<file path="config.mk">
export PLATFORM = sky130hd
export DESIGN_NAME = r5p_gpr_arb
export DESIGN_NICKNAME = d
export VERILOG_FILES = /design/src/rtl/r5p_gpr_arb_pkg.sv /design/src/rtl/r5p_gpr_mux.sv /design/src/rtl/r5p_gpr_arb.sv
export SDC_FILE = /design/constraint.sdc
export NUM_CORES = 1
export LEC_CHECK = 0
export BUFFER_PORTS_ARGS = -buffer_cell sky130_fd_sc_hd__buf_2
export CAP_MARGIN = 20
export CORE_AREA = 2 2 119 121
export CTS_BUF_LIST = sky130_fd_sc_hd__clkbuf_8
export CTS_CLUSTER_SIZE = 16
export DETAILED_ROUTE_END_ITERATION = 12
export DIE_AREA = 0 0 121 123
export PLACE_DENSITY = 0.67
export SLEW_MARGIN = 0
export SYNTH_ARGS = -nofsm -noshare
export SYNTH_HDL_FRONTEND = slang
export SYNTH_HIERARCHICAL = 1
export SYNTH_SLANG_ARGS = --single-unit
</file>
<file path="constraint.sdc">
create_clock -name clk -period 2.6 [get_ports clk]
set_input_delay 0.13 -clock clk [delete_from_list [all_inputs] [get_ports clk]]
set_output_delay 0.13 -clock clk [all_outputs]
set_load 0.02 [all_outputs]
</file>
<file path="src/rtl/r5p_gpr_arb_pkg.sv">
// Shared types for the r5p GPR arbiter: FSM states and debug request/response
// records, sized from the default register file geometry.
package r5p_gpr_arb_pkg;

  localparam int unsigned GPR_AW   = 5;
  localparam int unsigned GPR_XLEN = 32;

  typedef enum logic [1:0] {
    ST_IDLE = 2'd0,
    ST_WAIT = 2'd1,
    ST_ACC  = 2'd2,
    ST_RSP  = 2'd3
  } arb_state_t;

  typedef struct packed {
    logic                wen;
    logic [GPR_AW-1:0]   adr;
    logic [GPR_XLEN-1:0] wdt;
  } dbg_req_t;

  typedef struct packed {
    logic [GPR_XLEN-1:0] rdt;
    logic                err;
  } dbg_rsp_t;

endpackage

</file>
<file path="src/rtl/r5p_gpr_mux.sv">
// GPR port mux: the core owns the register file ports except during the single
// debug access cycle (sel), when the latched debug request drives them.
module r5p_gpr_mux #(
  parameter int unsigned AW   = 5,
  parameter int unsigned XLEN = 32
) (
  input  logic            sel,
  input  logic            cor_e_rs1,
  input  logic            cor_e_rs2,
  input  logic            cor_e_rd,
  input  logic [AW-1:0]   cor_a_rs1,
  input  logic [AW-1:0]   cor_a_rs2,
  input  logic [AW-1:0]   cor_a_rd,
  input  logic [XLEN-1:0] cor_d_rd,
  input  logic            dbg_wen,
  input  logic [AW-1:0]   dbg_adr,
  input  logic [XLEN-1:0] dbg_wdt,
  output logic            gpr_e_rs1,
  output logic            gpr_e_rs2,
  output logic            gpr_e_rd,
  output logic [AW-1:0]   gpr_a_rs1,
  output logic [AW-1:0]   gpr_a_rs2,
  output logic [AW-1:0]   gpr_a_rd,
  output logic [XLEN-1:0] gpr_d_rd
);

  always_comb begin
    gpr_e_rs1 = cor_e_rs1;
    gpr_e_rs2 = cor_e_rs2;
    gpr_e_rd  = cor_e_rd;
    gpr_a_rs1 = cor_a_rs1;
    gpr_a_rs2 = cor_a_rs2;
    gpr_a_rd  = cor_a_rd;
    gpr_d_rd  = cor_d_rd;
    if (sel) begin
      // x0 is hardwired, so a debug write to it never reaches the array
      gpr_e_rs1 = !dbg_wen;
      gpr_e_rs2 = 1'b0;
      gpr_e_rd  = dbg_wen && (dbg_adr != '0);
      gpr_a_rs1 = dbg_adr;
      gpr_a_rd  = dbg_adr;
      gpr_d_rd  = dbg_wdt;
    end
  end

endmodule

</file>
<file path="src/rtl/r5p_gpr_arb.sv">
// Shares the r5p GPR ports between the core and a debug register-access channel:
// stall the core, wait for quiescence (bounded by TMO), do one access, respond.
module r5p_gpr_arb
  import r5p_gpr_arb_pkg::*;
#(
  parameter int unsigned AW   = GPR_AW,
  parameter int unsigned XLEN = GPR_XLEN,
  parameter int unsigned TMO  = 255
) (
  input  logic            clk,
  input  logic            rst,
  input  logic            cor_e_rs1,
  input  logic            cor_e_rs2,
  input  logic            cor_e_rd,
  input  logic [AW-1:0]   cor_a_rs1,
  input  logic [AW-1:0]   cor_a_rs2,
  input  logic [AW-1:0]   cor_a_rd,
  input  logic [XLEN-1:0] cor_d_rd,
  output logic [XLEN-1:0] cor_d_rs1,
  output logic [XLEN-1:0] cor_d_rs2,
  input  logic            cor_idle,
  output logic            cor_stall,
  output logic            gpr_e_rs1,
  output logic            gpr_e_rs2,
  output logic            gpr_e_rd,
  output logic [AW-1:0]   gpr_a_rs1,
  output logic [AW-1:0]   gpr_a_rs2,
  output logic [AW-1:0]   gpr_a_rd,
  output logic [XLEN-1:0] gpr_d_rd,
  input  logic [XLEN-1:0] gpr_d_rs1,
  input  logic [XLEN-1:0] gpr_d_rs2,
  output logic            gpr_en0,
  input  logic            dbg_vld,
  output logic            dbg_rdy,
  input  logic            dbg_wen,
  input  logic [AW-1:0]   dbg_adr,
  input  logic [XLEN-1:0] dbg_wdt,
  output logic            rsp_vld,
  input  logic            rsp_rdy,
  output logic [XLEN-1:0] rsp_rdt,
  output logic            rsp_err,
  output arb_state_t      arb_state
);

  localparam logic [7:0] TMO_C = 8'(TMO);

  // Handshakes: a transfer happens on the rising clk edge where vld && rdy;
  // vld must hold (with stable payload) until that edge, rdy may toggle freely.

  arb_state_t      state, state_nxt;
  logic [7:0]      cnt, cnt_nxt, cnt_inc;
  logic            req_wen;
  logic [AW-1:0]   req_adr;
  logic [XLEN-1:0] req_wdt;
  logic [XLEN-1:0] rdt_q;
  logic            err_q;
  logic            acc_sel, dbg_hs, rsp_hs, timeout;

  // Outputs are gated by rst so a reset cycle looks idle even before the edge
  assign dbg_rdy   = rst && (state == ST_IDLE);
  assign rsp_vld   = rst && (state == ST_RSP);
  assign cor_stall = rst && ((state == ST_WAIT) || (state == ST_ACC));
  assign acc_sel   = rst && (state == ST_ACC);
  assign dbg_hs    = dbg_vld && dbg_rdy;
  assign rsp_hs    = rsp_vld && rsp_rdy;
  assign cnt_inc   = cnt + 8'd1;
  assign timeout   = (cnt_inc == TMO_C);

  always_comb begin
    state_nxt = state;
    cnt_nxt   = cnt;
    case (state)
      ST_IDLE: begin
        if (dbg_hs) begin
          state_nxt = ST_WAIT;
          cnt_nxt   = '0;
        end
      end
      ST_WAIT: begin
        if (cor_idle) begin
          state_nxt = ST_ACC;
        end else begin
          cnt_nxt = cnt_inc;
          if (timeout) state_nxt = ST_RSP;
        end
      end
      ST_ACC:  state_nxt = ST_RSP;
      ST_RSP:  if (rsp_hs) state_nxt = ST_IDLE;
      default: state_nxt = ST_IDLE;
    endcase
  end

  always_ff @(posedge clk) begin
    if (!rst) begin
      state   <= ST_IDLE;
      cnt     <= '0;
      req_wen <= 1'b0;
      req_adr <= '0;
      req_wdt <= '0;
      rdt_q   <= '0;
      err_q   <= 1'b0;
    end else begin
      state <= state_nxt;
      cnt   <= cnt_nxt;
      if (dbg_hs) begin
        req_wen <= dbg_wen;
        req_adr <= dbg_adr;
        req_wdt <= dbg_wdt;
      end
      if (state == ST_ACC) begin
        if (req_wen) begin
          rdt_q <= '0;
          err_q <= (req_adr == '0);
        end else begin
          // x0 is not stored in the array; its read data is forced to zero
          rdt_q <= (req_adr == '0) ? '0 : gpr_d_rs1;
          err_q <= 1'b0;
        end
      end else if ((state == ST_WAIT) && !cor_idle && timeout) begin
        rdt_q <= '0;
        err_q <= 1'b1;
      end else if (rsp_hs) begin
        rdt_q <= '0;
        err_q <= 1'b0;
      end
    end
  end

  assign rsp_rdt   = rdt_q;
  assign rsp_err   = err_q;
  assign cor_d_rs1 = gpr_d_rs1;
  assign cor_d_rs2 = gpr_d_rs2;
  assign gpr_en0   = 1'b0;
  assign arb_state = state;

  r5p_gpr_mux #(.AW(AW), .XLEN(XLEN)) u_mux (
    .sel       (acc_sel),
    .cor_e_rs1 (cor_e_rs1),
    .cor_e_rs2 (cor_e_rs2),
    .cor_e_rd  (cor_e_rd),
    .cor_a_rs1 (cor_a_rs1),
    .cor_a_rs2 (cor_a_rs2),
    .cor_a_rd  (cor_a_rd),
    .cor_d_rd  (cor_d_rd),
    .dbg_wen   (req_wen),
    .dbg_adr   (req_adr),
    .dbg_wdt   (req_wdt),
    .gpr_e_rs1 (gpr_e_rs1),
    .gpr_e_rs2 (gpr_e_rs2),
    .gpr_e_rd  (gpr_e_rd),
    .gpr_a_rs1 (gpr_a_rs1),
    .gpr_a_rs2 (gpr_a_rs2),
    .gpr_a_rd  (gpr_a_rd),
    .gpr_d_rd  (gpr_d_rd)
  );

endmodule

</file>
==> qor.yml, run 1 <==
rows: 43
setup_viol: 0
overflow: 0
vias: 4108
cp_slowest_cell: "a2111oi_4"
worstHoldPathType: "in -> reg"
die_h_um: 123
diodes: 0
seqCellArea_um2: 1622
netSwitchingPower_w: 0.001536
p_leak_nw: 2.962
end_kind: "flop"
root_buffer: "clkbuf_8"
fin_util_pct: 44.26
power_density_nw_per_um2: 662.4
grt_max_degree: 39
drv_slew: 0
drtAntennaViolNets: 0
tns_ns: 0
syn_to_final_growth_pct: 32.54
io_pins: 310
whs_ns: 0.02290
finalCriticalPeriod_ns: 2.398
clock.fmax_mhz: 417.0
crit_arrival_ns: 2.65
switching_share_pct: 38.50
grt_pass1_vias: 3712
synth.distinct_cells: 42
h-tree-depth: 3
top_layer: "met4"
critPathLaunchType: "flop"
portBuffers: 234
worst_pin_slew_ns: 0.6972
dieArea_um2: 14880
insertion_delay_ns: 0.36
cts_tree: "done"
yosysSeqAreaShare_pct: 35.67
wl_met1_um: 5054
postSynthNetCount: 675
p_total_w: 0.003991
synth_edf_count: 0
wl_um: 12180
rsz0062_at_grt: "no"
die_w_um: 121
critPathMaxFanout: 33
cts_made_buffers: 9
synth_top_cell_by_area: "dfxtp_1"
slew_headroom_pct: 53.47
yosys_warnings: 6
nNetsFinal: 882
ys_async_sr_fraction_pct: 0
syn_area_per_cell_um2: 8.896
required_ns: 2.85
synthFlopType: "dfxtp_1"
cts_sinks: 81
multiInputGateArea_um2: 2137
max_stage_delay_ns: 0.43
initial_core_util_pct: 33.39
clock_path_buffers: 2
drcViolationCount: 0
netlist_top_cells_area: "dfxtp_1 (36%), buf_4 (12%), mux2_4 (10%)"
ys_ff_latch: 81
max-cap-violations: 0
grtUsageTotal_pct: 15.84
syn_area_um2: 4546
routed_via_density: 4.554
wl_met3_um: 885
antenna_found_initial: 0
clk_pin_slew_ns: 0.09
drt-initial-drc-count: 166
gp_congestion: 0.8276
hpwl_um: 8852
fillCellCount: 1330
drive_gt1_share_pct: 45.29
crit_chain: "ha_1 > nand3_2 > or3_4 > a2111oi_4 > a41oi_4 > buf_12 > a22oi_1 > nor2_1"
pwr-share-clk_pct: 21.6
period_share_pct: 92.23
synth_top_area_share_pct: 35.67
grt_pass1_wl_um: 18330
synthTopCellsByCount: "nand2_1 (94), dfxtp_1 (81), buf_4 (70), nand3_1 (43), nor2_1 (43)"
combPwrFrac_pct: 39.7
ir_drop_mv: 0.3033
hold_viol_final: 0
core_um2: 13610
sequentialPowerShare_pct: 38.7
p_int_w: 0.002454
status: "completed"
criticalPathCategory: "reg -> reg"
syn-instance-count: 511
yosysMostFrequentCell: "nand2_1"
finalClockSkew_ns: 0.01050
post-cts-setup-buffer-count: 0
drt-pass1-iter-count: 4
routedWlPerCell_um: 13.50
dr_wl_met2_um: 6055
[power by group through the flow]
stage	Clock [W]	Sequential [W]	Combinational, W
global route	0.000960	0.00157	0.00173
finish	0.000861	0.00154	0.00159
global placement	0	0.00157	0.00153
detailed placement	0	0.00157	0.00154
CTS	0.000900	0.00154	0.00160
floorplan	0	0.00162	0.00115
[cell usage in the layout (no fill, tap or decap), types with 2 or more instances in the layout]
cell,Yosys,layout
buf_2,1,234
nand2_1,94,94
dfxtp_1,81,81
dlygate4sd3_1,0,51
nor2_1,43,43
nand3_1,43,42
mux2_4,31,31
a22oi_2,29,29
inv_1,18,18
o21ai_0,16,16
clkbuf_8,0,10
a21oi_1,8,8
ha_1,7,7
buf_4,70,7
a22oi_1,6,6
and2_1,4,3
mux2i_1,3,3
buf_12,4,3
nand3_2,1,2
xor2_1,2,2
nor3_1,2,2
a21o_1,2,2
nand2b_1,2,2
a31oi_1,2,2
clkinv_4,0,2
clkinvlp_4,0,2
[worst max-delay path, delay by kind of cell, from the launching register on]
| kind | cells | cell delay (ns) |
|---|---|---|
| AO/OA/AOI/OAI | 3 | 0.80 |
| AND/OR/NAND/NOR | 3 | 0.54 |
| flip-flops | 1 | 0.41 |
| adder cells (fa/ha/maj) | 1 | 0.29 |
| buffers and inverters | 1 | 0.20 |
[sequential cells by signal, indices dropped and copies added (netlist names)]
| name | count |
|---|---|
| req_wen | 1 |
| rsp_rdt | 32 |
| req_adr | 5 |
| rsp_err | 1 |
| arb_state | 2 |
| cnt | 8 |
| req_wdt | 32 |
[per-stage QoR]
stage / instance area [µm²] / std cells / setup slack [ns]
3_5_place_dp: 5335 / 836 / 0.2025
4_1_cts: 6025 / 902 / 0.1849
5_1_grt: 6025 / 902 / 0.07129
6_report: 6025 / 902 / 0.2019
2_1_floorplan: 4546 / 511 / 0.4124
3_3_place_gp: 5335 / 836 / 0.2996
[final cells by class]
cell class / count / share of cell area, %
Tap cell: 180 / 3.738
Sequential cell: 81 / 26.92
Inverter: 18 / 1.121
Timing Repair Buffer: 295 / 29.78
Clock buffer: 10 / 2.285
Clock inverter: 5 / 0.6854
Multi-Input combinational cell: 313 / 35.47
[routing by layer]
metal	GRT usage [%]	up-vias
met4	6.323	0
met2	28.48	193
li1	-	2055
met1	18.07	1843
met5	0	-
met3	3.782	17
[final timing paths]
path | start | to | slack (ns) | cells past startpoint
hold reg to reg | req_wdt[28] | req_wdt[28] | 0.45 | 2
setup / recovery | cnt[1] | rsp_rdt[31] | 0.20 | 8
setup reg to reg | cnt[1] | rsp_rdt[31] | 0.20 | 8
hold / removal | gpr_d_rs1[3] | rsp_rdt[3] | 0.02 | 3
[repair_timing]
item | CTS | global route
resized for setup | 0 | 0
hold buffers | 51 | 0
setup endpoints to repair | 0 | 0
endpoints found under the hold margin | 51 | 0
[cells by family after synthesis]
kind of cell    count (synthesis)  share of synthesized area [%]
simple gates                  197                          18.66
xor+xnor                        3                         0.5781
flops                          81                          35.67
fa+ha+maj                       7                          1.927
compound gates                 70                          14.37
other cells                     1                        0.08250
mux                            35                          11.15
buf+inv                       117                          17.56
(Power assumes the default switching activity.)
==> inputs of run 2 (changes only) <==
--- a/config.mk
+++ b/config.mk
@@ -12,6 +12,7 @@
 export CTS_CLUSTER_SIZE = 16
 export DETAILED_ROUTE_END_ITERATION = 12
 export DIE_AREA = 0 0 121 123
+export GPL_TIMING_DRIVEN = 0
 export PLACE_DENSITY = 0.67
 export SLEW_MARGIN = 0
 export SYNTH_ARGS = -nofsm -noshare
==> constraint.sdc (replaced) <==
create_clock -name clk -period 2.33 [get_ports clk]
set_input_delay 0.1165 -clock clk [delete_from_list [all_inputs] [get_ports clk]]
set_output_delay 0.1165 -clock clk [all_outputs]
set_load 0.02 [all_outputs]
==> qor.yml, run 2 (synthesized netlist as in run 1, its figures left out) <==
status: "completed"  # unchanged
root_buffer: "clkbuf_8"  # unchanged
initial_core_util_pct: 33.39  # unchanged
crit_chain: "ha_4 > nand3_4 > or3_4 > a2111oi_4 > a41oi_4 > buf_6 > a22oi_2 > nor2_1"  # was ha_1 > nand3_2 > or3_4 > a2111oi_4 > a41oi_4 > buf_12 > a22oi_1 > nor2_1
setup_viol: 0  # unchanged
cts_tree: "done"  # unchanged
drive_gt1_share_pct: 51.27  # was 45.29%
fin_util_pct: 51.95  # was 44.26%
gp_congestion: 0.8085  # was 0.8276
end_kind: "flop"  # unchanged
wl_um: 14080  # was 12180 µm
drt-pass1-iter-count: 4  # unchanged
overflow: 0  # unchanged
worstHoldPathType: "in -> reg"  # unchanged
required_ns: 2.58  # was 2.85 ns
diodes: 0  # unchanged
grtUsageTotal_pct: 17.91  # was 15.84%
ir_drop_mv: 0.2921  # was 0.3033 mV
core_um2: 13610  # unchanged
portBuffers: 271  # was 234
p_leak_nw: 3.578  # was 2.962 nW
syn_to_final_growth_pct: 55.57  # was 32.54%
period_share_pct: 96.02  # was 92.23%
rsz0062_at_grt: "yes"  # was no
slew_headroom_pct: 56.38  # was 53.47%
dp_cells: 962  # was 836
io_pins: 310  # unchanged
insertion_delay_ns: 0.37  # was 0.36 ns
grt_max_degree: 15  # was 39
clock_path_buffers: 2  # unchanged
final_cell_mix: "buf_2 (272), nand2_1 (94), dfxtp_1 (77), buf_4 (73), dlygate4sd3_1 (65)"  # was buf_2 (234), nand2_1 (94), dfxtp_1 (81), dlygate4sd3_1 (51), nor2_1 (43)
hold_viol_final: 0  # unchanged
vias: 4674  # was 4108
die_h_um: 123  # unchanged
cts_made_buffers: 9  # unchanged
critPathMaxFanout: 10  # was 33
die_w_um: 121  # unchanged
pre_cts_slack_ns: -0.1014  # was 0.2025 ns
grt_pass1_vias: 4403  # was 3712
crit_arrival_ns: 2.48  # was 2.65 ns
criticalPathCategory: "reg -> reg"  # unchanged
finalClockSkew_ns: 0.009184  # was 0.01050 ns
drcViolationCount: 0  # unchanged
finalWorstSetupSlack_ns: 0.09283  # was 0.2019 ns
worst_pin_slew_ns: 0.6543  # was 0.6972 ns
max-cap-violations: 0  # unchanged
p_total_w: 0.004842  # was 0.003991 W
hpwl_um: 10370  # was 8852 µm
clk_pin_slew_ns: 0.09  # about the same
drtAntennaViolNets: 0  # unchanged
dieArea_um2: 14880  # unchanged
nNetsFinal: 1027  # was 882
clock.fmax_mhz: 447.0  # was 417.0 MHz
stdcell_count: 1048  # was 902
routedWlPerCell_um: 13.44  # was 13.50 µm
power_density_nw_per_um2: 684.6  # was 662.4 nW/µm²
rows: 43  # unchanged
critPathLaunchType: "flop"  # unchanged
routed_via_density: 4.460  # was 4.554
max_stage_delay_ns: 0.44  # was 0.43 ns
final_common_cell: "buf_2"  # unchanged
drt-initial-drc-count: 167  # was 166
drv_slew: 0  # unchanged
cp_slowest_cell: "a2111oi_4"  # unchanged
grt_pass1_wl_um: 21060  # was 18330 µm
h-tree-depth: 3  # unchanged
antenna_found_initial: 1  # was 0
finalCriticalPeriod_ns: 2.237  # was 2.398 ns
cts_sinks: 81  # unchanged
[run 2: final cells by class]
class | instances | area (µm²)
Inverter | 18 | 67.56
Multi-Input combinational cell | 313 | 2160
Clock inverter | 6 | 66.31
Clock buffer | 10 | 137.6
Tap cell | 180 | 225.2
Timing Repair Buffer | 341 | 2052
Fill cell | 1228 | 6540
Buffer | 99 | 732.0
Sequential cell | 81 | 1632
[run 2: worst max-delay path: cells and delay by family (launching register included)]
family,cells,cell delay [ns]
AO/OA/AOI/OAI,3,0.87
adder cells (fa/ha/maj),1,0.16
buffers and inverters,1,0.22
flip-flops,1,0.38
AND/OR/NAND/NOR,3,0.48
[run 2: metal layers]
metal  global-route usage (%)  vias up  share of wire, %
li1                         -     2352                 -
met1                    20.11     2089                40
met2                    32.41      212                50
met3                    4.520       19               7.5
met4                    7.122        2               1.8
met5                        0        -              0.11
[run 2: report_power, final]
group          internal, W  leakage, nW  switching (W)
Combinational     0.000896         2.81        0.00114
Clock             0.000528        0.107       0.000543
Sequential         0.00159        0.663       0.000145
Total              0.00302         3.58        0.00183
[run 2: timing repair]
action / 4_1_cts / 5_1_grt
pin swaps: 2 / 5
setup buffers: 1 / 3
hold endpoints to repair: 65 / 0
resized for setup: 3 / 16
hold buffers: 65 / 0
setup endpoints to repair: 31 / 68
cloned: 0 / 1
[run 2: path summary, 6_finish.rpt]
| kind | cells after the start | from | slack [ns] | endpoint |
|---|---|---|---|---|
| setup / recovery | 8 | cnt[0] | 0.09 | rsp_rdt[27] |
| hold / removal | 3 | gpr_d_rs1[10] | 0.02 | rsp_rdt[10] |
| setup reg to reg | 8 | cnt[0] | 0.09 | rsp_rdt[27] |
| hold reg to reg | 2 | req_wdt[18] | 0.46 | req_wdt[18] |
[run 2: metrics by stage]
| step | cell area, µm² | hold slack [ns] | setup TNS (ns) |
|---|---|---|---|
| after CTS | 6998 | 0.009809 | 0 |
| after global routing | 7072 | 0.01754 | -0.2227 |
| after floorplan | 4546 | 0.2155 | 0 |
| after global placement | 6127 | 0.3016 | -2.156 |
| final | 7072 | 0.02241 | 0 |
| after detailed placement | 6127 | 0.3032 | -2.235 |
==> inputs of run 3 (changes only) <==
--- a/config.mk
+++ b/config.mk
@@ -14,7 +14,8 @@
 export DIE_AREA = 0 0 121 123
 export GPL_TIMING_DRIVEN = 0
 export PLACE_DENSITY = 0.67
-export SLEW_MARGIN = 0
+export SETUP_SLACK_MARGIN = 0.2
+export SLEW_MARGIN = 10
 export SYNTH_ARGS = -nofsm -noshare
 export SYNTH_HDL_FRONTEND = slang
 export SYNTH_HIERARCHICAL = 1
==> qor.yml, run 3 (synthesized netlist as in run 1, its figures left out) <==
pwr-share-clk_pct: 20.4  # was 22.1%
slew_headroom_pct: 55.68  # was 56.38%
final_common_cell: "buf_2"  # unchanged
h-tree-depth: 3  # unchanged
wl_um: 14400  # was 14080 µm
p_int_w: 0.003172  # was 0.003015 W
drv_slew: 0  # unchanged
finalCriticalPeriod_ns: 2.201  # was 2.237 ns
syn_to_final_growth_pct: 57.94  # was 55.57%
fin_area_um2: 7179  # was 7072 µm²
finalClockSkew_ns: 0.01267  # was 0.009184 ns
cp_slowest_cell: "a2111oi_4"  # unchanged
final_cell_mix: "buf_2 (270), nand2_1 (94), buf_4 (79), dfxtp_1 (75), dlygate4sd3_1 (55)"  # was buf_2 (272), nand2_1 (94), dfxtp_1 (77), buf_4 (73), dlygate4sd3_1 (65)
overflow: 0  # unchanged
tns_ns: 0  # unchanged
drt-pass1-iter-count: 4  # unchanged
p_leak_nw: 3.625  # was 3.578 nW
clock.fmax_mhz: 454.3  # was 447.0 MHz
vias: 4661  # was 4674
core_um2: 13610  # unchanged
grt_max_degree: 13  # was 15
place_area_um2: 6130  # was 6127 µm²
portBuffers: 271  # unchanged
power_density_nw_per_um2: 702.6  # was 684.6 nW/µm²
cts_tree: "done"  # unchanged
initial_core_util_pct: 33.39  # unchanged
clock_path_buffers: 2  # unchanged
routedWlPerCell_um: 13.77  # was 13.44 µm
hpwl_um: 10240  # was 10370 µm
insertion_delay_ns: 0.37  # about the same
setup_viol: 0  # unchanged
drtAntennaViolNets: 0  # unchanged
grt_pass1_vias: 4357  # was 4403
die_w_um: 121  # unchanged
period_share_pct: 94.48  # was 96.02%
crit_chain: "ha_4 > nand3_4 > or3_4 > a2111oi_4 > a41oi_4 > buf_12 > buf_8 > a22oi_2 > nor2_1"  # was ha_4 > nand3_4 > or3_4 > a2111oi_4 > a41oi_4 > buf_6 > a22oi_2 > nor2_1
rows: 43  # unchanged
io_pins: 310  # unchanged
criticalPathCategory: "reg -> reg"  # unchanged
required_ns: 2.57  # was 2.58 ns
grt_pass1_wl_um: 21200  # was 21060 µm
ir_drop_mv: 0.3238  # was 0.2921 mV
cts_sinks: 81  # unchanged
combPwrFrac_pct: 45.2  # was 42.0%
grtUsageTotal_pct: 18.17  # was 17.91%
root_buffer: "clkbuf_8"  # unchanged
antenna_found_initial: 0  # was 1
status: "completed"  # unchanged
routed_via_density: 4.456  # was 4.460
die_h_um: 123  # unchanged
rrSetupSlack_ns: 0.13  # was 0.09 ns
crit_arrival_ns: 2.44  # was 2.48 ns
drt-initial-drc-count: 161  # was 167
diodes: 0  # unchanged
end_kind: "flop"  # unchanged
worst_pin_slew_ns: 0.6647  # was 0.6543 ns
switching_share_pct: 37.11  # was 37.73%
worstHoldPathType: "in -> reg"  # unchanged
critPathLaunchType: "flop"  # unchanged
max_stage_delay_ns: 0.39  # was 0.44 ns
whs_ns: 0.01074  # was 0.02241 ns
critPathMaxFanout: 5  # was 10
drcViolationCount: 0  # unchanged
clk_pin_slew_ns: 0.07  # was 0.09 ns
drive_gt1_share_pct: 53.93  # was 51.27%
fin_util_pct: 52.74  # was 51.95%
netSwitchingPower_w: 0.001872  # was 0.001827 W
path_buf_inv: 2  # was 1
sequentialPowerShare_pct: 34.4  # was 35.8%
cts_made_buffers: 9  # unchanged
critPathTopFamily: "compound AO/OA/AOI/OAI gates"  # unchanged
hold_viol_final: 0  # unchanged
nNetsFinal: 1027  # unchanged
gp_congestion: 0.7608  # was 0.8085
max-cap-violations: 0  # unchanged
dieArea_um2: 14880  # unchanged
rsz0062_at_grt: "yes"  # unchanged
-- run 3: cell types whose count changed in the layout (fill, tap and decap cells not counted), sizes merged --
cell | before | now
dlygate4sd3 | 65 | 55
buf | 361 | 369
bufbuf | 0 | 1
clkbuf | 24 | 25
clkinv | 4 | 3
inv | 19 | 18
-- run 3: worst min-delay path, cell delays in order --
cell and delay (ns):
buf_2 0.10, a22oi_2 0.05, nor2_1 0.07
-- run 3: metrics by stage --
step                      setup WS [ns]  std cells  total power (W)
after floorplan                  0.2022        511         0.003091
after global placement         -0.05725        962         0.003672
after detailed placement       -0.06381        962         0.003684
after CTS                       0.06162       1041         0.005017
after global routing            0.01688       1046         0.005358
final                            0.1286       1046         0.005044
-- run 3: power by group through the flow --
| stage | clock (W) | sequential, W | combinational (W) |
|---|---|---|---|
| 5_1_grt | 0.00112 | 0.00177 | 0.00247 |
| 3_5_place_dp | 0 | 0.00176 | 0.00193 |
| 4_1_cts | 0.00107 | 0.00173 | 0.00221 |
| 3_3_place_gp | 0 | 0.00176 | 0.00192 |
| 6_report | 0.00103 | 0.00174 | 0.00228 |
| 2_1_floorplan | 0 | 0.00181 | 0.00128 |
-- run 3: area by class of cell --
type / instances / area (µm²)
Inverter: 18 / 70.07
Fill cell: 1244 / 6432
Multi-Input combinational cell: 313 / 2216
Tap cell: 180 / 225.2
Sequential cell: 81 / 1637
Buffer: 99 / 753.2
Clock inverter: 4 / 45.04
Timing Repair Buffer: 341 / 2096
Clock buffer: 10 / 137.6
-- run 3: worst paths after layout --
path / from / end / depth (start not counted)
max: cnt[1] / rsp_rdt[10] / 9
min: gpr_d_rs1[2] / rsp_rdt[2] / 3
max reg2reg: cnt[1] / rsp_rdt[10] / 9
min reg2reg: req_wdt[20] / req_wdt[20] / 2
-- run 3: layer usage --
| layer | vias to the layer above | wire (µm) | part of all wire [%] | track usage [%] |
|---|---|---|---|---|
| met2 | 214 | 7472 | 52 | 33.64 |
| met1 | 2089 | 5632 | 39 | 20.12 |
| met4 | 0 | 175 | 1.2 | 7.049 |
| met5 | - | 0 | 0 | 0 |
| met3 | 11 | 1122 | 7.8 | 4.151 |
| li1 | 2347 | - | - | - |
-- run 3: repair_timing --
action	4_1_cts	5_1_grt
endpoints found under the setup margin	95	99
resized for setup	29	20
hold endpoints to repair	55	0
pin swaps	45	14
buffers inserted	7	4
hold buffers	55	0
gates cloned	3	1
